`src/rtl/wt4_operand_loader.sv`:
```
// Serial operand loader for the 4-operand 4-bit Wallace-tree adder.
// Collects four operands, holds them for one evaluation cycle, returns the sum.
module wt4_operand_loader #(
   parameter int OP_WIDTH  = 4,
   parameter int SUM_WIDTH = 6,
   parameter int CNT_WIDTH = 8
) (
   input  logic                 CLK,
   input  logic                 RST,
   input  logic                 IN_VALID,
   output logic                 IN_READY,
   input  logic [OP_WIDTH-1:0]  IN_DATA,
   input  logic                 FLUSH,
   output logic [OP_WIDTH-1:0]  NET_0_0,
   output logic [OP_WIDTH-1:0]  NET_0_1,
   output logic [OP_WIDTH-1:0]  NET_0_2,
   output logic [OP_WIDTH-1:0]  NET_0_3,
   input  logic [SUM_WIDTH-1:0] TREE_RESULT,
   output logic                 OUT_VALID,
   input  logic                 OUT_READY,
   output logic [SUM_WIDTH-1:0] OUT_SUM,
   output logic [CNT_WIDTH-1:0] GROUP_CNT
);

   typedef enum logic [1:0] {
      COLLECT = 2'd0,
      EVAL    = 2'd1,
      HOLD    = 2'd2
   } state_t;

   state_t              state;
   logic [1:0]          idx;
   logic [OP_WIDTH-1:0] slot [4];

   assign NET_0_0 = slot[0];
   assign NET_0_1 = slot[1];
   assign NET_0_2 = slot[2];
   assign NET_0_3 = slot[3];

   // Loader FSM: collect four operands, sample the tree once, hold the sum.
   always_ff @(posedge CLK) begin
      if (RST) begin
         state     <= COLLECT;
         idx       <= '0;
         slot      <= '{default: '0};
         OUT_SUM   <= '0;
         OUT_VALID <= 1'b0;
         IN_READY  <= 1'b1;
         GROUP_CNT <= '0;
      end else begin
         unique case (state)
            COLLECT: begin
               if (FLUSH) begin
                  idx  <= '0;
                  slot <= '{default: '0};
               end else if (IN_VALID) begin
                  slot[idx] <= IN_DATA;
                  idx       <= idx + 2'd1;
                  if (idx == 2'd3) begin
                     state    <= EVAL;
                     IN_READY <= 1'b0;
                  end
               end
            end
            EVAL: begin
               OUT_SUM   <= TREE_RESULT;
               GROUP_CNT <= GROUP_CNT + CNT_WIDTH'(1);
               OUT_VALID <= 1'b1;
               state     <= HOLD;
            end
            HOLD: begin
               if (OUT_READY) begin
                  OUT_VALID <= 1'b0;
                  IN_READY  <= 1'b1;
                  state     <= COLLECT;
               end
            end
            default: begin
               state     <= COLLECT;
               idx       <= '0;
               OUT_VALID <= 1'b0;
               IN_READY  <= 1'b1;
            end
         endcase
      end
   end

endmodule
```
`config.mk`:
```
export PLATFORM = sky130hd
export DESIGN_NAME = wt4_operand_loader
export DESIGN_NICKNAME = d
export VERILOG_FILES = /design/src/rtl/wt4_operand_loader.sv
export SDC_FILE = /design/constraint.sdc
export NUM_CORES = 1
export LEC_CHECK = 0
export BUFFER_PORTS_ARGS = -buffer_cell sky130_fd_sc_hd__buf_2
export CORE_MARGIN = 4
export CORE_UTILIZATION = 50
export CTS_CLUSTER_SIZE = 10
export DETAILED_ROUTE_END_ITERATION = 10
export GPL_TIMING_DRIVEN = 0
export PLACE_DENSITY = 0.78
export REMOVE_ABC_BUFFERS = 1
export SYNTH_ARGS = -nofsm -noshare
export SYNTH_HDL_FRONTEND = slang
export SYNTH_SLANG_ARGS = --single-unit
```
`constraint.sdc`:
```
create_clock -name CLK -period 1.76 [get_ports CLK]
set_input_delay 0.264 -clock CLK [delete_from_list [all_inputs] [get_ports CLK]]
set_output_delay 0.264 -clock CLK [all_outputs]
set_load 0.1 [all_outputs]
```
==> results.json <==
{
  "final_common_cell": "buf_2",
  "portBuffers": 46,
  "grt_max_degree": 28,
  "synth_fa_ha_area_share_pct": 7.22,
  "htree_num_levels": 2,
  "cp-end-kind": "register",
  "ys_ff_latch": 36,
  "fin_nets": 230,
  "cp.buffers_inverters": 1,
  "core_area_sq_um": 3030,
  "ys.flop_type": "dfxtp_1",
  "grt_overflow": 0,
  "cts.root.buffer_cell": "clkbuf_4",
  "post_drt_wl_per_cell_um": 13.3,
  "final_cell_area_sq_um": 1870,
  "areaGrowthSynthToFinish_pct": 19.9,
  "clk_path_buf_depth": 2,
  "worst_path_max_delay_cell": "dfxtp_1",
  "ys_seq_area_share_pct": 46.2,
  "worstMarginPinSlew_ns": 0.484,
  "hp-start": "TREE_RESULT[5]",
  "regToRegSetupSlack_ns": 0.1,
  "die-area_sq_um": 4080,
  "finalPower_mw": 1.39,
  "async_reset_ff_share_pct": 0,
  "n_antenna_cell": 0,
  "setup_viol": 0,
  "hold_class": "input pin to register",
  "ys_warn_count": 0,
  "synth_top_family_by_area": "compound AO/OA/AOI/OAI gates",
  "grt_usage_pct": 17.5,
  "cts_buffers": 5,
  "die_w_um": 63.8,
  "dp.cells": 243,
  "firstDrtPassIters": 4,
  "drt_iter0_markers": 64,
  "layout_common_cells": "buf_2, dfxtp_1, nor2_1, a21oi_1, o21ai_0",
  "fmax_ghz": 0.602,
  "grt_pass1_wl_um": 5690,
  "vias": 1321,
  "worstReg2RegStart": "state[0]",
  "synth_area_per_cell_sq_um": 9.62,
  "hold_ws_ns": 0.167,
  "dpl_cell_area_sq_um": 1790,
  "ir_drop_mv": 0.397,
  "crit_chain": "inv_1 -> ha_1 -> and3b_4 -> and2_4 -> a32o_1",
  "yosys.area_share.simple_pct": 15.7,
  "rsz0062_at_grt": "yes",
  "place_congestion": 0.740,
  "slew_headroom_pct": 67.7,
  "synth_area_sq_um": 1560,
  "pin_count": 47,
  "synth_edf_count": 0,
  "pwr_density_cell_nw_per_um2": 742,
  "hold_violations": 0,
  "period_share_pct": 94.4,
  "required_ns": 1.99,
  "worst_slack_ns": 0.0994,
  "slew_viol_final": 0,
  "cts_tree": "yes",
  "path_class": "register to register",
  "synth_xor_area_share_pct": 2.25,
  "place_ws_ns": -0.223,
  "cts_num_sinks": 36,
  "crit_family": "simple AND/OR/NAND/NOR gates",
  "cts_setup_buffers": 0,
  "fp.dieH_um": 63.8,
  "synth_cell_types": 31,
  "stdcell_count": 251,
  "status": "finished, final reports clean",
  "drtAntennaViolNets": 0,
  "maxCapViolations": 0,
  "drive_above_1_share_pct": 27.5,
  "skew_ns": 0.00563,
  "worstSetupStartpointType": "register",
  "wirelength_um": 3330,
  "start_util_pct": 51.5,
  "antenna_found_initial": 0,
  "place.detailed.hpwl_um": 2490,
  "synthCells": 162,
  "p_leak_nw": 0.788,
  "path_clk_slew_ns": 0.10,
  "grt_pass1_vias": 1310,
  "placement_rows": 20,
  "clk_latency_ns": 0.33,
  "finalCriticalPeriod_ns": 1.66,
  "via_per_inst": 5.26,
  "drc": 0,
  "arrival_ns": 1.90,
  "synth_compound_gate_area_share_pct": 17.9,
  "synth_mux_area_share_pct": 5.78,
  "critPathMaxFanout": 15,
  "max_stage_delay_ns": 0.41,
  "crit_path_start": "state[0]"
}
-- power by group --
part / total, mW / leakage [nW] / internal [mW] / switching (mW)
combinational: 0.114 / 0.465 / 0.0326 / 0.0816
clock: 0.450 / 0.0326 / 0.197 / 0.252
sequential: 0.824 / 0.290 / 0.820 / 0.00362
-- final timing paths --
path	endpoint	cells past startpoint
max	NET_0_3[3]	5
min	OUT_SUM[5]	3
max reg2reg	NET_0_3[3]	5
min reg2reg	NET_0_1[1]	1
-- logic make-up after synthesis --
kind of cell / Yosys count
adders and majority gates: 9
buffers and inverters: 16
and+or+nand+nor: 47
muxes: 9
AOI/OAI and AO/OA: 41
xor gates and xnor gates: 4
DFF: 36
-- tightest hold or removal path, cell delays in order --
cell,delay (ns)
buf_2,0.07
mux2i_1,0.05
nor2_1,0.07
-- routing by layer --
layer,up-vias,global-route usage [%],wire (um)
li1,662,-,-
met1,606,19.5,1410
met2,45,30.3,1610
met3,8,5.45,244
met4,0,7.55,61
met5,-,0,0
-- final cells by class --
type / count / area (sq um)
Clock buffer: 8 / 58.8
Tap cell: 44 / 55.1
Fill cell: 264 / 1160
Timing Repair Buffer: 46 / 230
Sequential cell: 36 / 721
Inverter: 7 / 26.3
Multi-Input combinational cell: 110 / 778
-- per-stage QoR --
stage / utilization [%] / TNS [ns]
after floorplan: - / -0.403
after global placement: 59.3 / -0.185
after detailed placement: 59.3 / -0.482
after CTS: 61.3 / 0
after global routing: 61.7 / -0.0179
final: 61.7 / 0
-- state kept, by name, indices dropped and copies added, names as in the netlist --
register,count
IN_READY,1
state,2
idx,2
NET_0_2,4
OUT_VALID,1
OUT_SUM,6
GROUP_CNT,8
NET_0_0,4
NET_0_3,4
NET_0_1,4
-- cell usage after synthesis, types with 3 or more instances --
| cell type | instances | area (sq um) |
|---|---|---|
| mux2i_1 | 9 | 90.1 |
| ha_1 | 9 | 113 |
| or3_1 | 3 | 18.8 |
| dfxtp_1 | 36 | 721 |
| nor2b_1 | 5 | 31.3 |
| nand4_1 | 4 | 25.0 |
| buf_2 | 4 | 20.0 |
| o21ai_0 | 10 | 50.1 |
| nand3_1 | 5 | 25.0 |
| a22o_1 | 3 | 26.3 |
| clkbuf_1 | 3 | 11.3 |
| a21oi_1 | 12 | 60.1 |
| xor2_1 | 3 | 26.3 |
| nand2_1 | 9 | 33.8 |
| nor2_1 | 13 | 48.8 |
| inv_1 | 7 | 26.3 |
| a31oi_1 | 4 | 25.0 |
| a32o_1 | 8 | 80.1 |
-- what timing repair did --
action | CTS | global route
resized for setup | 2 | 2
setup endpoints to repair | 9 | 3
hold buffers | 0 | 0
Note: power is estimated with default switching activity, not from simulation.
